## config.mk

```make
export PLATFORM = sky130hd
export DESIGN_NAME = joypad_reader_flat
export DESIGN_NICKNAME = d
export VERILOG_FILES = /design/src/rtl/joypad_reader_if.sv /design/src/rtl/joypad_reader.sv /design/src/flat_wrapper.sv
export SDC_FILE = /design/constraint.sdc
export NUM_CORES = 1
export LEC_CHECK = 0
export CORE_MARGIN = 2
export CORE_UTILIZATION = 51
export DETAILED_ROUTE_END_ITERATION = 16
export PLACE_DENSITY = 0.79
export RECOVER_POWER = 50
export SLEW_MARGIN = 20
export SYNTH_ARGS = -nofsm -noshare
export SYNTH_HDL_FRONTEND = slang
export SYNTH_SLANG_ARGS = --single-unit
```

## constraint.sdc

```tcl
create_clock -name clk -period 3.1 [get_ports clk]
set_input_delay 0.93 -clock clk [delete_from_list [all_inputs] [get_ports clk]]
set_output_delay 0.93 -clock clk [all_outputs]
set_load 0.05 [all_outputs]
```

## src/rtl/joypad_reader_if.sv

```systemverilog
`default_nettype none
// +------------------------------------------------------------------------+
// | Module      : joypad_reader_if                                         |
// | Description : Pad-side wires plus the parallel result bus of the       |
// |               two-port serial joypad reader.                           |
// | Revision    : 1.0  initial release                                     |
// +------------------------------------------------------------------------+
interface joypad_reader_if;
    logic            poll;
    logic [1:0]      pad_data;
    logic            pad_latch;
    logic            pad_clock;
    logic [1:0][7:0] buttons;
    logic            valid;
    logic            busy;

    modport master (
        input  poll,
        input  pad_data,
        output pad_latch,
        output pad_clock,
        output buttons,
        output valid,
        output busy
    );

    modport slave (
        output poll,
        output pad_data,
        input  pad_latch,
        input  pad_clock,
        input  buttons,
        input  valid,
        input  busy
    );
endinterface
`default_nettype wire

```

## src/rtl/joypad_reader.sv

```systemverilog
`default_nettype none
// +------------------------------------------------------------------------+
// | Module      : joypad_reader                                            |
// | Description : Polls two NES-style serial pads over a shared latch and  |
// |               clock, returns one active-high button byte per pad.      |
// | Revision    : 1.0  initial release                                     |
// +------------------------------------------------------------------------+
module joypad_reader #(
    parameter int LATCH_CYCLES = 258,
    parameter int HALF_CYCLES  = 129,
    parameter int SYNC_STAGES  = 2
) (
    input  wire logic       clk,
    input  wire logic       rst_n,
    joypad_reader_if.master bus
);

    localparam int C_MAX   = (LATCH_CYCLES > HALF_CYCLES) ? LATCH_CYCLES : HALF_CYCLES;
    localparam int C_CNT_W = $clog2(C_MAX) + 1;
    localparam logic [C_CNT_W-1:0] C_LATCH_LOAD = C_CNT_W'(LATCH_CYCLES - 1);
    localparam logic [C_CNT_W-1:0] C_HALF_LOAD  = C_CNT_W'(HALF_CYCLES - 1);

    typedef enum logic [2:0] {
        S_IDLE  = 3'd0,
        S_LATCH = 3'd1,
        S_GAP   = 3'd2,
        S_LOW   = 3'd3,
        S_HIGH  = 3'd4,
        S_DONE  = 3'd5
    } state_t;

    state_t              r_state;
    logic [C_CNT_W-1:0]  r_cnt;
    logic [2:0]          r_bit;
    logic [1:0][7:0]     r_shadow;
    logic [1:0][7:0]     r_buttons;
    logic                r_latch;
    logic                r_pclk;
    logic                r_valid;
    logic                r_busy;
    logic [1:0]          w_synced;

    // Synchronisers reset to 1 so an absent pad reads as released.
    genvar p;
    generate
        for (p = 0; p < 2; p++) begin : g_sync
            logic [SYNC_STAGES-1:0] r_sync;
            always_ff @(posedge clk) begin
                if (!rst_n) begin
                    r_sync <= '1;
                end else begin
                    r_sync <= {r_sync[SYNC_STAGES-2:0], bus.pad_data[p]};
                end
            end
            assign w_synced[p] = r_sync[SYNC_STAGES-1];
        end
    endgenerate

    always_ff @(posedge clk) begin
        if (!rst_n) begin
            r_state   <= S_IDLE;
            r_cnt     <= '0;
            r_bit     <= '0;
            r_shadow  <= '0;
            r_buttons <= '0;
            r_latch   <= 1'b0;
            r_pclk    <= 1'b1;
            r_valid   <= 1'b0;
            r_busy    <= 1'b0;
        end else begin
            r_valid <= 1'b0;
            case (r_state)
                S_IDLE: begin
                    if (bus.poll) begin
                        r_state <= S_LATCH;
                        r_cnt   <= C_LATCH_LOAD;
                        r_latch <= 1'b1;
                        r_busy  <= 1'b1;
                    end
                end
                S_LATCH: begin
                    if (r_cnt == '0) begin
                        r_state <= S_GAP;
                        r_cnt   <= C_HALF_LOAD;
                        r_latch <= 1'b0;
                    end else begin
                        r_cnt <= r_cnt - C_CNT_W'(1);
                    end
                end
                S_GAP: begin
                    if (r_cnt == '0) begin
                        for (int i = 0; i < 2; i++) r_shadow[i][0] <= ~w_synced[i];
                        r_bit   <= 3'd1;
                        r_state <= S_LOW;
                        r_cnt   <= C_HALF_LOAD;
                        r_pclk  <= 1'b0;
                    end else begin
                        r_cnt <= r_cnt - C_CNT_W'(1);
                    end
                end
                S_LOW: begin
                    if (r_cnt == '0) begin
                        r_state <= S_HIGH;
                        r_cnt   <= C_HALF_LOAD;
                        r_pclk  <= 1'b1;
                    end else begin
                        r_cnt <= r_cnt - C_CNT_W'(1);
                    end
                end
                S_HIGH: begin
                    if (r_cnt == '0) begin
                        for (int i = 0; i < 2; i++) r_shadow[i][r_bit] <= ~w_synced[i];
                        if (r_bit == 3'd7) begin
                            // Last bit merges straight into the result so both ports update together with valid.
                            for (int i = 0; i < 2; i++) r_buttons[i] <= {~w_synced[i], r_shadow[i][6:0]};
                            r_state <= S_DONE;
                            r_cnt   <= '0;
                            r_valid <= 1'b1;
                        end else begin
                            r_bit   <= r_bit + 3'd1;
                            r_state <= S_LOW;
                            r_cnt   <= C_HALF_LOAD;
                            r_pclk  <= 1'b0;
                        end
                    end else begin
                        r_cnt <= r_cnt - C_CNT_W'(1);
                    end
                end
                S_DONE: begin
                    r_state <= S_IDLE;
                    r_cnt   <= '0;
                    r_busy  <= 1'b0;
                end
                default: begin
                    r_state <= S_IDLE;
                    r_cnt   <= '0;
                    r_latch <= 1'b0;
                    r_pclk  <= 1'b1;
                    r_busy  <= 1'b0;
                end
            endcase
        end
    end

    assign bus.pad_latch = r_latch;
    assign bus.pad_clock = r_pclk;
    assign bus.buttons   = r_buttons;
    assign bus.valid     = r_valid;
    assign bus.busy      = r_busy;

endmodule
`default_nettype wire

```

## src/flat_wrapper.sv

```systemverilog
// flat-port wrapper written by rule: the top's interface ports become plain ports
module joypad_reader_flat 
#(
    parameter int LATCH_CYCLES = 258,
    parameter int HALF_CYCLES  = 129,
    parameter int SYNC_STAGES  = 2
)
  (clk, rst_n, bus_poll, bus_pad_data, bus_pad_latch, bus_pad_clock, bus_buttons, bus_valid, bus_busy);
  joypad_reader_if bus_i ();
  input  wire logic clk;
  input  wire logic rst_n;
  input wire logic [$bits(bus_i.poll)-1:0] bus_poll;
  input wire logic [$bits(bus_i.pad_data)-1:0] bus_pad_data;
  output wire logic [$bits(bus_i.pad_latch)-1:0] bus_pad_latch;
  output wire logic [$bits(bus_i.pad_clock)-1:0] bus_pad_clock;
  output wire logic [$bits(bus_i.buttons)-1:0] bus_buttons;
  output wire logic [$bits(bus_i.valid)-1:0] bus_valid;
  output wire logic [$bits(bus_i.busy)-1:0] bus_busy;
  assign bus_i.poll = bus_poll;
  assign bus_i.pad_data = bus_pad_data;
  assign bus_pad_latch = bus_i.pad_latch;
  assign bus_pad_clock = bus_i.pad_clock;
  assign bus_buttons = bus_i.buttons;
  assign bus_valid = bus_i.valid;
  assign bus_busy = bus_i.busy;
  joypad_reader #(.LATCH_CYCLES(LATCH_CYCLES), .HALF_CYCLES(HALF_CYCLES), .SYNC_STAGES(SYNC_STAGES)) u_core (.clk(clk), .rst_n(rst_n), .bus(bus_i));
endmodule
```

==> results by group <==
Global routing
  – First-pass GRT wire length: ~8000 um
  – Largest net degree at the start of global routing: 33
  – Global route overflow: 0
  – Vias in the first global route: between 1,500 and 2,000
  – Total Routing Usage GR: 0.185
  – Initial antenna violation count: 0

Clock tree
  – CTS clk-pin slew, worst paths: 0.09 ns
  – CTS Hold Buffers Added: 0
  – CTS tree: done
  – CTS resizes: 0
  – Maximum clock path buffer count: 2
  – H-Tree Depth: 2
  – CTS Buf Count: 5
  – Skew-Pair Late Insertion Delay: around 0.3 ns
  – # clock sinks: 54
  – Clock Tree Root: clkbuf_8
  – Post-CTS Setup Bufs: 0

STA
  – Fmax achieved: 0.358 GHz
  – Final-report setup violation count: 0
  – Slew Limit Fails: 0
  – Period utilization: 0.902
  – Worst rel slew slack: 0.183
  – Setup Skew: about 0.008 ns
  – Final min period: between 2 and 3 ns
  – Tightest Pin Transition: 1.22 ns
  – TNS Setup: 0 ns
  – RSZ-0062 raised after global routing: no
  – Fin. Hold Viols: 0

Worst hold path
  – Min-delay worst type: flop to flop

Route
  – Detailed Route WL: about 4700 um
  – Via count of the routed design: 2,017
  – DR iter-0 viols: 110
  – Pre-antenna DRT Iters: 4
  – DRC viols: 0
  – Vias/cell: 5.59
  – Routed WL per cell: 12.9 um
  – Final antenna-violating net count: 0

Placement
  – Placer Congestion: 0.828
  – Port bufs: 24
  – Post-DP HPWL: 3200 um
  – Inst Count DP: between 300 and 400

Logic synthesis
  – Count leader, synth: dfxtp_1
  – Asr flop ratio synth: 0
  – Synth Flop Type: dfxtp_1
  – Register area share after synthesis: 0.433
  – Main combinational cell family by area after synthesis: simple AND/OR/NAND/NOR gates
  – Syn Std Cell Area: 2500 um^2
  – Largest cells by area after synthesis: dfxtp_1 43%, nand2_1 4.4%, a21oi_1 3.8%
  – Synth cell types: between 50 and 60
  – Post-synthesis compound-gate area fraction: 0.194
  – Area leader, netlist: dfxtp_1
  – Synth Area in Adders: 0.0200
  – Synthesized Nets: 287
  – Synth cell count leaders: 54 x dfxtp_1, 29 x nand2_1, 20 x nor2_1
  – Cells after Synth: 278
  – Synth Area in XOR/XNOR: 0.0245
  – Syn_area_per_cell: roughly 9 um^2
  – Synth top area share: 0.433
  – Synth warnings: 0
  – FF+latch count, synth: 54
  – Mux cell area share after synthesis: 0.0120
  – Post-Synth Simple-Gate Area: 0.260
  – EDFF count, synth: 0

Power and ir drop
  – Clock network fraction of total power: 0.202
  – Cell Pwr Density: roughly 700 nW/um^2
  – Seq pwr share: 0.435
  – Combinational share of power: 0.362
  – Static leakage: slightly below 1 nW
  – Total power: around 2.0 mW
  – Power Internal: between 1 and 1.5 mW
  – NetSw: between 0.7 and 0.8 mW
  – Net Sw Frac: 0.389
  – Peak supply drop: about 0.47 mV

Cells and area
  – Fraction of layout instances using a drive strength above 1: 0.136
  – Antenna Cells: 0
  – Final Core Density: 0.599
  – Final net count: 302
  – Area growth from synthesis to layout: 13.3%
  – Non-filler cells, final: 361

Worst setup path
  – Element type at the critical path end: flop
  – Startpoint Class: flop
  – Critical path fanouts, max: 10
  – Data arrival time of the critical path: 2.97 ns
  – CP Class: flop to flop
  – Crit path required time: between 3 and 4 ns

Floorplanning
  – Die area: 5470 um^2
  – FP Rows: 25
  – Top-level port count: 25
  – Core Box Area: 4720 um^2
  – Starting Density: 0.529
  – Die width: approximately 74 um
  – Die Span Y: roughly 74 um

Run
  – Max Cap Violations: 0

Status
  – Status: finished clean
-- kinds of logic (layout without fill, tap and decap cells) --
logic type | Yosys count | in the layout
AO/OA/AOI/OAI | 68 | 68
buffers and inverters | 28 | 44
AND/OR/NAND/NOR | 114 | 114
multiplexers | 3 | 3
XOR/XNOR | 7 | 7
adder cells (fa/ha/maj) | 4 | 4
flip-flops | 54 | 54
-- state kept, by name, indices dropped and copies added, names as in the netlist --
signal / flops
u_core.bus.busy: 1
u_core.bus.buttons: 16
u_core.bus.pad_clock: 1
u_core.bus.pad_latch: 1
u_core.bus.valid: 1
u_core.g_sync.r_sync: 4
u_core.r_bit: 3
u_core.r_cnt: 10
u_core.r_shadow: 14
u_core.r_state: 3
-- placed cells by master (no fill, tap or decap), types with 7 or more instances in the layout --
cell type / synthesis / layout
nand2_1: 29 / 29
dlygate4sd3_1: 0 / 9
clkdlybuf4s50_1: 0 / 15
a21oi_2: 10 / 10
a311oi_1: 9 / 9
nand2_2: 10 / 10
nand3_1: 7 / 7
nor2_1: 20 / 20
dfxtp_1: 54 / 54
nor3_1: 7 / 8
a21oi_1: 19 / 19
-- per-stage QoR --
stage	hold slack (ns)	setup slack, ns	cell area (um^2)
after floorplan	0.386	0.792	2500
after global placement	0.390	0.538	2750
after detailed placement	0.394	0.492	2750
after CTS	0.417	0.576	2840
after global routing	0.428	0.189	2830
final	0.415	0.305	2830
-- power by group through the flow --
stage,registers (mW),logic [mW],clock network (mW)
floorplan,0.875,0.580,0
global placement,0.870,0.707,0
detailed placement,0.872,0.721,0
CTS,0.856,0.725,0.410
global route,0.870,0.796,0.441
finish,0.860,0.716,0.400
-- layout make-up --
| type | count | area, um^2 |
|---|---|---|
| well taps | 67 | 83.8 |
| repair buffers | 29 | 272 |
| flip-flops and latches | 54 | 1080 |
| multi-input cells | 196 | 1270 |
| clock inverters | 2 | 12.5 |
| fillers | 428 | 1890 |
| clock buffers | 6 | 82.6 |
| inverters | 7 | 26.3 |
-- path summary, 6_finish.rpt --
path / from / slack, ns / endpoint / cells after the start
worst max-delay path: u_core.r_cnt[0] / 0.30 / u_core.r_shadow[0] / 6
worst min-delay path: u_core.g_sync[1].r_sync[0] / 0.41 / u_core.g_sync[1].r_sync[1] / 1
worst max register to register: u_core.r_cnt[0] / 0.30 / u_core.r_shadow[0] / 6
worst min register to register: u_core.g_sync[1].r_sync[0] / 0.41 / u_core.g_sync[1].r_sync[1] / 1
-- per-layer routing --
layer | part of all wire | global-route usage | up-vias
met5 | 0 | 0 | -
met4 | 0.011 | 0.0586 | 0
met3 | 0.046 | 0.0285 | 5
met2 | 0.46 | 0.291 | 49
met1 | 0.49 | 0.264 | 935
li1 | - | - | 1028
-- critical path: stages (launching register included) --
cell      delay [ns]
dfxtp_1         0.35
inv_1           0.09
ha_1            0.19
or3b_2          0.56
nor3_1          0.96
o211ai_1        0.33
mux2i_1         0.20
Power figures use the tool's default switching activity.
